--- config.mk ---
export PLATFORM = sky130hd
export DESIGN_NAME = hazard_scoreboard
export DESIGN_NICKNAME = d
export VERILOG_FILES = /design/src/rtl/hazard_pkg.sv /design/src/rtl/hazard_busy_cnt.sv /design/src/rtl/hazard_scoreboard.sv
export SDC_FILE = /design/constraint.sdc
export NUM_CORES = 1
export LEC_CHECK = 0
export BUFFER_PORTS_ARGS = -buffer_cell sky130_fd_sc_hd__buf_2
export CELL_PAD_IN_SITES_DETAIL_PLACEMENT = 1
export CELL_PAD_IN_SITES_GLOBAL_PLACEMENT = 2
export CORE_ASPECT_RATIO = 0.5
export CORE_UTILIZATION = 39
export DETAILED_ROUTE_END_ITERATION = 10
export PLACE_DENSITY = 0.88
export SLEW_MARGIN = 20
export SYNTH_ARGS = -nofsm -noshare
export SYNTH_HDL_FRONTEND = slang
export SYNTH_SLANG_ARGS = --single-unit
--- constraint.sdc ---
create_clock -name clk -period 5.5 [get_ports clk]
set_input_delay 0.55 -clock clk [delete_from_list [all_inputs] [get_ports clk]]
set_output_delay 0.55 -clock clk [all_outputs]
set_load 0.05 [all_outputs]
--- src/rtl/hazard_pkg.sv ---
// hazard_pkg: producer latency classes, latency width and scoreboard FSM encoding.
package hazard_pkg;
   localparam int LAT_W = 4;
   localparam logic [LAT_W-1:0] LAT_ALU = 4'd1;
   localparam logic [LAT_W-1:0] LAT_LOAD = 4'd2;
   localparam logic [LAT_W-1:0] LAT_MUL = 4'd4;
   typedef enum logic {IDLE = 1'b0, FLUSH = 1'b1} state_t;
endpackage

--- src/rtl/hazard_busy_cnt.sv ---
// hazard_busy_cnt: per-register cycles-until-forwardable counter; a load beats the decrement.
module hazard_busy_cnt
   import hazard_pkg::*;
(
   input  logic             clk,
   input  logic             rst,
   input  logic             i_load,
   input  logic [LAT_W-1:0] i_lat,
   output logic [LAT_W-1:0] o_busy
);
   logic [LAT_W-1:0] r_busy;
   always_ff @(posedge clk)
      if (rst) r_busy <= '0;
      else if (i_load) r_busy <= i_lat;
      else if (r_busy != '0) r_busy <= r_busy - 1'b1;
   assign o_busy = r_busy;
endmodule

--- src/rtl/hazard_scoreboard.sv ---
// hazard_scoreboard: register busy scoreboard producing stall/bubble and redirect flush controls.
// Define HAZARD_PERF_CNT_EN to build saturating stall/flush performance counters.
module hazard_scoreboard
   import hazard_pkg::*;
#(
   parameter int NUM_REGS = 32,
   parameter int MAX_LAT = int'(LAT_MUL),
   parameter int FLUSH_DEPTH = 1
) (
   input  logic                        clk,
   input  logic                        rst,
   input  logic                        id_valid,
   input  logic [$clog2(NUM_REGS)-1:0] id_rs1,
   input  logic [$clog2(NUM_REGS)-1:0] id_rs2,
   input  logic                        id_use_rs1,
   input  logic                        id_use_rs2,
   input  logic [$clog2(NUM_REGS)-1:0] id_rd,
   input  logic                        id_regwrite,
   input  logic [3:0]                  id_lat,
   input  logic                        redirect,
   output logic                        pc_write,
   output logic                        if_id_write,
   output logic                        id_ex_bubble,
   output logic                        if_id_flush,
   output logic                        id_ex_flush,
   output logic [31:0]                 stall_cnt,
   output logic [31:0]                 flush_cnt
);
   localparam int RW = $clog2(NUM_REGS);
   logic [LAT_W-1:0] w_busy [NUM_REGS];
   logic [LAT_W-1:0] w_lat;
   logic w_hazard, w_flush_active, w_stall, w_issue;
   state_t r_state, w_state_nxt;
   logic [2:0] r_rem, w_rem_nxt;
   assign w_lat = (id_lat < LAT_ALU) ? LAT_ALU : (id_lat > LAT_W'(MAX_LAT)) ? LAT_W'(MAX_LAT) : id_lat;
   // A busy value of 1 means the result is forwardable next cycle, so only >1 stalls.
   assign w_hazard = id_valid & ((id_use_rs1 & (w_busy[id_rs1] > 4'd1)) |
                                 (id_use_rs2 & (w_busy[id_rs2] > 4'd1)));
   assign w_flush_active = redirect | (r_state == FLUSH);
   assign w_stall = w_hazard & ~w_flush_active;
   assign w_issue = id_valid & ~w_hazard & ~w_flush_active & id_regwrite & (id_rd != '0);
   assign w_busy[0] = '0;
   for (genvar g = 1; g < NUM_REGS; g++) begin : g_busy
      hazard_busy_cnt u_cnt (
         .clk    (clk),
         .rst    (rst),
         .i_load (w_issue && (id_rd == RW'(g))),
         .i_lat  (w_lat),
         .o_busy (w_busy[g])
      );
   end
   always_ff @(posedge clk)
      if (rst) begin
         r_state <= IDLE;
         r_rem   <= '0;
      end else begin
         r_state <= w_state_nxt;
         r_rem   <= w_rem_nxt;
      end
   always_comb begin
      w_state_nxt  = r_state;
      w_rem_nxt    = r_rem;
      pc_write     = ~rst & ~w_stall;
      if_id_write  = ~rst & ~w_stall;
      id_ex_bubble = rst | w_stall;
      if_id_flush  = rst | w_flush_active;
      id_ex_flush  = rst | w_flush_active;
      if (redirect) begin
         w_state_nxt = (FLUSH_DEPTH > 1) ? FLUSH : IDLE;
         w_rem_nxt   = 3'(FLUSH_DEPTH - 1);
      end else if (r_state == FLUSH) begin
         w_state_nxt = (r_rem <= 3'd1) ? IDLE : FLUSH;
         w_rem_nxt   = r_rem - 3'd1;
      end
   end
`ifdef HAZARD_PERF_CNT_EN
   logic [31:0] r_stall_cnt, r_flush_cnt;
   always_ff @(posedge clk)
      if (rst) begin
         r_stall_cnt <= '0;
         r_flush_cnt <= '0;
      end else begin
         if (w_stall && r_stall_cnt != '1) r_stall_cnt <= r_stall_cnt + 32'd1;
         if (w_flush_active && r_flush_cnt != '1) r_flush_cnt <= r_flush_cnt + 32'd1;
      end
   assign stall_cnt = r_stall_cnt;
   assign flush_cnt = r_flush_cnt;
`else
   assign stall_cnt = '0;
   assign flush_cnt = '0;
`endif
endmodule
==> summary.txt, run 1 <==
Timing
  • Count of final setup violators: 0
  • Final clock skew: ~0.011 ns
  • Crit path time final: just over 4 ns
  • Worst Slack Setup Final: around 1.5 ns
  • Worst-margin pin slew: about 1 ns
  • Final hold vios: 0
  • Final Cycle Share: roughly 73%
  • Max Slew Vio Count: 0
  • Max Freq: ~250 MHz
  • RSZ-0062 raised after global routing: no
  • Setup TNS: 0 ns
  • WHS: 0.3459 ns
  • Worst rel slew slack: 32.95%

Critical path
  • R2r setup slk: around 1.8 ns
  • Crit path to: pc_write
  • Slowest stage cell, crit path: mux4_2
  • CP Buf/Inv Count: 1
  • R2R cell count: 7
  • Worst Setup End Kind: output pin
  • CP Cell Sequence: or3_1 > mux4_2 > a211o_1 > a221oi_2 > a311o_1 > nand2_1 > a21oi_1 > buf_2
  • Worst path depth: 8
  • Reg-to-reg startpoint: g_busy[5].u_cnt.o_busy[3]
  • FF-to-FF End: g_busy[29].u_cnt.o_busy[0]
  • Setup CP Type: flop to output pin
  • Cell family with most CP delay: compound AO/OA/AOI/OAI gates
  • Worst Path Required: 4.95 ns
  • Worst path max stage delay: 0.48 ns
  • Setup crit start: g_busy[12].u_cnt.o_busy[3]
  • Worst setup SP type: flop
  • CP arrival: approximately 3.5 ns
  • Critical path peak fanout: 8

Placed design
  • Port-buffer cells: 30
  • Post-Place Cells: approximately 1400
  • Place WS: approximately 1.7 ns
  • DP Area: 9170 um^2
  • DP Wirelength: ~18000 um
  • Final GP Congestion: around 0.84

Finish
  • Most frequent cells in the layout: nor2_1, dfxtp_1, nor3_1
  • Final Cell Area: about 10000 um^2
  • Layout cells sized above 1: a little under an eighth
  • Fin nets: 1164
  • Ant diodes: 0
  • Filler instances: 2648
  • Commonest non-fill, non-tap cell in the layout: nor2_1
  • Finished Layout Cells: around 1400
  • Synthesis-to-finish area growth: 9.082%
  • Final Util: ~44%

Routing
  • Avg WL per Cell: roughly 18 um
  • Avg Vias per Cell: ~5.3
  • Total Wirelength: about 24000 um
  • Via count: approximately 7400
  • DRC viols: 0
  • Final ANT Viol Nets: 0
  • TritonRoute pass-1 iters: 5
  • Initial DRC Count: 453

Clocking
  • Root Buffer: clkbuf_16
  • Post-CTS sizing: 0
  • Clk slew on worst S/H paths: 0.06 ns
  • CTS tree: done
  • CTS Hold Bufs: 0
  • CTS buffer count: 17
  • Worst-Skew Late Latency: 0.44 ns
  • CTS Sinks: 128
  • Post-CTS Setup Repair Bufs: 0
  • H-tree depth: 4
  • CTS Buffer Depth: 2

Synthesis
  • #FFs+latches synth: 128
  • Main synth FF type: dfxtp_1
  • Post-synth top area cell: dfxtp_1
  • Yosys warns: 0
  • Avg Cell Area, Syn: 8.454 um^2
  • Netlist Area Pre-Place: between 9000 and 10000 um^2
  • Cells after Synth: 1069
  • Ys async rst share: 0%
  • Post-synth cell types: a little under 60
  • Sequential area share after synthesis: 28.35%
  • Synth top area share: between 20% and 30%
  • Synth top area cells: dfxtp_1, ha_1, mux2i_1
  • Post-synth EDFFs: 0

Floorplanning
  • IO Pins: 95
  • Die width: between 200 and 250 um
  • Core area: about 22000 um^2
  • Rows: 38
  • Die ar.: roughly 24000 um^2
  • Initial Util: ~41%
  • Chip height: approximately 110 um

Run
  • Max_cap viols: 0

Global routing
  • Total GRT Usage: 21.40%
  • Vias in the first global route: approximately 7600
  • Largest net degree at the start of global routing: slightly above 80
  • First-pass GRT wire length: a little under 40000 um
  • Grt total ovfl: 0
  • Initial antenna violation count: 0

Outcome
  • Run status: finished clean

Worst hold path
  • Min-delay src: redirect
  • Hold Path Class: input pin to flop

Power
  • Worst vdd ir: between 0.2 and 0.3 mV
  • Pwr Total: 5.956 mW
  • Static Leak: roughly 4.2 nW
  • Pwr dens: 604.1 nW/um^2
-- sequential cells by signal, indices dropped and copies added (netlist names) --
| name | count |
|---|---|
| r_rem | 3 |
| r_state | 1 |
| g_busy.u_cnt.o_busy | 124 |
-- worst min-delay path by stage --
| stage | end | depth (start not counted) |
|---|---|---|
| finish | r_rem[0] | 2 |
| global route | r_rem[0] | 2 |
| CTS | r_rem[0] | 2 |
| detailed placement | r_rem[1] | 2 |
| global placement | r_rem[1] | 2 |
| floorplan | r_rem[1] | 2 |
-- where the power goes --
| part | total [mW] | switching [mW] | leakage (nW) | internal, mW |
|---|---|---|---|---|
| clock network | 1.34 | 0.445 | 0.340 | 0.897 |
| registers | 1.72 | 0.404 | 1.06 | 1.31 |
| logic | 2.90 | 1.61 | 2.78 | 1.29 |
| total | 5.96 | 2.45 | 4.18 | 3.50 |
-- cell usage after synthesis, drive strengths merged (2+ instances only) --
| library cell | count |
|---|---|
| a2111oi | 2 |
| a211o | 34 |
| a211oi | 5 |
| a21oi | 41 |
| a221oi | 2 |
| a311oi | 3 |
| a31oi | 4 |
| and2 | 13 |
| buf | 80 |
| clkbuf | 32 |
| dfxtp | 128 |
| ha | 64 |
| inv | 72 |
| mux2 | 31 |
| mux2i | 62 |
| mux4 | 8 |
| nand2 | 74 |
| nand2b | 5 |
| nand3 | 10 |
| nand3b | 2 |
| nand4 | 6 |
| nand4b | 2 |
| nor2 | 148 |
| nor2b | 5 |
| nor3 | 77 |
| nor3b | 3 |
| nor4 | 23 |
| nor4b | 4 |
| o211ai | 2 |
| o21ai | 3 |
| o221ai | 2 |
| o22ai | 2 |
| o41ai | 2 |
| or2 | 2 |
| or3 | 35 |
| or4 | 6 |
| xnor2 | 63 |
-- layout make-up --
| type | instances | area [um^2] | share of cell area [%] |
|---|---|---|---|
| multi-input cells | 820 | 5772 | 58.55 |
| repair buffers | 35 | 190.2 | 1.929 |
| inverters | 72 | 270.3 | 2.741 |
| flip-flops and latches | 128 | 2562 | 25.99 |
| clock buffers | 22 | 484.2 | 4.912 |
| well taps | 300 | 375.4 | 3.808 |
| clock inverters | 10 | 203.9 | 2.069 |
-- layer usage --
| layer | GRT usage [%] | vias up | wire [um] |
|---|---|---|---|
| li1 | - | 3569 | - |
| met1 | 27.43 | 3660 | 11750 |
| met2 | 36.99 | 117 | 11650 |
| met3 | 3.292 | 28 | 704 |
| met4 | 7.243 | 0 | 380 |
| met5 | 0 | - | 0 |
-- cell families (layout without fill, tap and decap cells) --
family / Yosys count / count (layout) / synth area share [%]
flops: 128 / 128 / 28.35
xor+xnor: 64 / 64 / 6.202
other cells: 1 / 64 / 0.04149
fa+ha+maj: 64 / 64 / 8.861
simple gates: 416 / 416 / 24.10
compound gates: 111 / 111 / 8.805
mux: 101 / 101 / 12.97
buf+inv: 184 / 139 / 10.66
Power figures use the tool's default switching activity.
==> run 2: changes to the inputs <==
ABC_AREA = 1   (was unset)
CORE_UTILIZATION = 34   (was 39)
PLACE_DENSITY = 0.83   (was 0.88)
clock period = 4 ns   (was 5.5 ns; I/O delays follow)
==> summary.txt, run 2 <==
Clocking
  • CTS Sinks: about 130
  • CTS Buffer Depth: 2
  • Post-CTS Setup Repair Bufs: 0
  • Worst-Skew Late Latency: around 0.44 ns
  • CTS tree: done
  • CTS Hold Bufs: 0
  • H-tree depth: 4
  • Clk slew on worst S/H paths: 0.06 ns
  • Post-CTS sizing: 0
  • Root Buffer: clkbuf_16
  • CTS buffer count: 17

Timing
  • Setup TNS: 0 ns
  • Worst-margin pin slew: just under 0.9 ns
  • Final hold vios: 0
  • RSZ-0062 raised after global routing: no
  • Max Freq: slightly above 300 MHz
  • Worst rel slew slack: between 40% and 50%
  • Final Cycle Share: around four fifths
  • Final clock skew: between 0.008 and 0.009 ns
  • Max Slew Vio Count: 0
  • Count of final setup violators: 0
  • Crit path time final: 3.258 ns

Critical path
  • FF-to-FF End: g_busy[17].u_cnt.o_busy[1]
  • R2r setup slk: roughly 1.2 ns
  • CP Buf/Inv Count: 1
  • R2R cell count: 14
  • Worst path depth: 12
  • Reg-to-reg startpoint: g_busy[12].u_cnt.o_busy[2]
  • CP Cell Sequence: nor2_1 > nand3_1 > nand2_1 > nor2_1 > nand2_1 > nand3_1 > nand2_1 > nand2_1 > nand3_4 > nand2_4 > a21oi_1 > buf_2
  • Cell family with most CP delay: simple AND/OR/NAND/NOR gates
  • Worst setup SP type: flop
  • CP arrival: around 2.9 ns
  • Setup CP Type: flop to output pin
  • Worst path max stage delay: a little over 0.4 ns
  • Worst Path Required: between 3 and 4 ns
  • Critical path peak fanout: 18
  • Top cell by count, worst path: nand2_1
  • Slowest stage cell, crit path: nand3_4
  • Worst Setup End Kind: output pin

Placed design
  • Port-buffer cells: 30
  • DP Wirelength: 23630 um
  • Final GP Congestion: just under 1

Finish
  • Multi-input logic area: approximately 6300 um^2
  • Sequential cell area: 2562 um^2
  • Filler instances: 3693
  • Layout cells sized above 1: roughly a tenth
  • Synthesis-to-finish area growth: 7.736%
  • Ant diodes: 0
  • Largest register FFs: between 100 and 150
  • Most frequent cells in the layout: nand2_1, nor2_1, inv_1
  • Fin nets: approximately 1600
  • Final Util: a little under two fifths
  • Commonest non-fill, non-tap cell in the layout: nand2_1

Routing
  • Via count: roughly 9200
  • Final ANT Viol Nets: 0
  • Avg Vias per Cell: ~4.9
  • DRC viols: 0
  • TritonRoute pass-1 iters: 5
  • Total Wirelength: about 32000 um
  • Initial DRC Count: roughly 480
  • Met2 wire length: roughly 14000 um
  • Uppermost layer routed: met4
  • Met3 wire len: about 1900 um
  • Avg WL per Cell: 16.89 um
  • Wl on met1: between 15000 and 20000 um

Worst hold path
  • WHS Path Cells: 4
  • Worst Hold End: r_rem[2]
  • Hold Path Class: input pin to flop
  • Min-delay src: redirect

Global routing
  • Largest net degree at the start of global routing: 36
  • Initial antenna violation count: 0
  • First-pass GRT wire length: 49610 um
  • Grt total ovfl: 0
  • Total GRT Usage: between 20% and 30%
  • Vias in the first global route: between 9000 and 10000

Synthesis
  • Synth top area share: about a quarter
  • Top cells by count, synth: nand2_1, nor2_1, inv_1
  • Post-synth top area cell: dfxtp_1
  • #FFs+latches synth: 128
  • Netlist Area Pre-Place: 10060 um^2
  • Post-synth cell types: 40
  • Synth top area cells: dfxtp_1, nand2_1, ha_1
  • Cells after Synth: around 1500
  • Yosys warns: 0
  • Ys async rst share: 0%
  • Post-synth EDFFs: 0
  • Count leader, synth: nand2_1
  • Main synth FF type: dfxtp_1
  • Sequential area share after synthesis: about 25%
  • Avg Cell Area, Syn: 6.900 um^2

Power
  • Static Leak: about 5.1 nW
  • Pwr Total: about 9.4 mW
  • Pwr dens: roughly 870 nW/um^2
  • Worst vdd ir: approximately 0.35 mV

Floorplanning
  • Core area: between 20000 and 30000 um^2
  • Chip height: approximately 120 um
  • Rows: 44
  • Die width: 245.3 um
  • Die ar.: slightly above 30000 um^2
  • IO Pins: 95
  • Initial Util: approximately a third

Outcome
  • Run status: finished clean

Run
  • Max_cap viols: 0
run 2: cell count changes after synthesis, moves of 53 or more:
cell	change
nand2_1	+277
nand3_1	+122
inv_1	+89
o21ai_0	+68
mux2i_1	-62
xor2_1	+56
nor3_1	-53
run 2: per-layer routing:
metal	vias to the layer above	track usage [%]
met3	46	4.805
met5	-	0
li1	4524	-
met4	0	7.227
met2	216	35.50
met1	4410	28.01
run 2: per-stage QoR:
step	instances	hold WS, ns	instance area [um^2]	setup slack, ns
after CTS	1879	0.2574	10840	0.7571
final	1879	0.2667	10840	0.7419
after detailed placement	1847	0.4782	10250	0.6834
after global routing	1879	0.2852	10840	0.4932
after global placement	1847	0.4737	10250	0.7123
after floorplan	1521	0.4625	10300	0.8372
run 2: tightest hold or removal path, stage by stage:
cell,delay [ns]
buf_2,0.09
nor2_1,0.07
nand2_1,0.07
nor2_1,0.03
run 2: cells by family after synthesis:
group | after synthesis | synth area share [%]
XOR/XNOR | 88 | 7.662
adder cells (fa/ha/maj) | 64 | 7.960
AO/OA/AOI/OAI | 143 | 7.363
flip-flops | 128 | 25.47
AND/OR/NAND/NOR | 760 | 37.52
other | 1 | 0.03728
buffers and inverters | 274 | 13.98
run 2: worst max path at each step:
stage                                           from  slack, ns                    endpoint
after floorplan                            id_rs1[0]       0.84                id_ex_bubble
after global placement                     id_rs2[0]       0.71  g_busy[31].u_cnt.o_busy[0]
after detailed placement                   id_rs2[0]       0.68  g_busy[31].u_cnt.o_busy[0]
after CTS                 g_busy[12].u_cnt.o_busy[2]       0.76                 if_id_write
after global routing      g_busy[13].u_cnt.o_busy[2]       0.49                 if_id_write
final                     g_busy[12].u_cnt.o_busy[2]       0.74                 if_id_write
run 2: power breakdown:
part	internal (mW)	switching [mW]	leakage, nW
logic	2.13	3.44	3.80
registers	1.88	0.394	1.06
clock network	0.997	0.608	0.291
run 2: cell type report:
cell class / count / share of cell area (%)
clock buffer: 27 / 4.733
inverter: 169 / 5.853
tap: 391 / 4.514
clock inverter: 5 / 0.6927
sequential: 128 / 23.64
timing repair buffer: 40 / 2.078
multi-input combinational: 1119 / 58.49
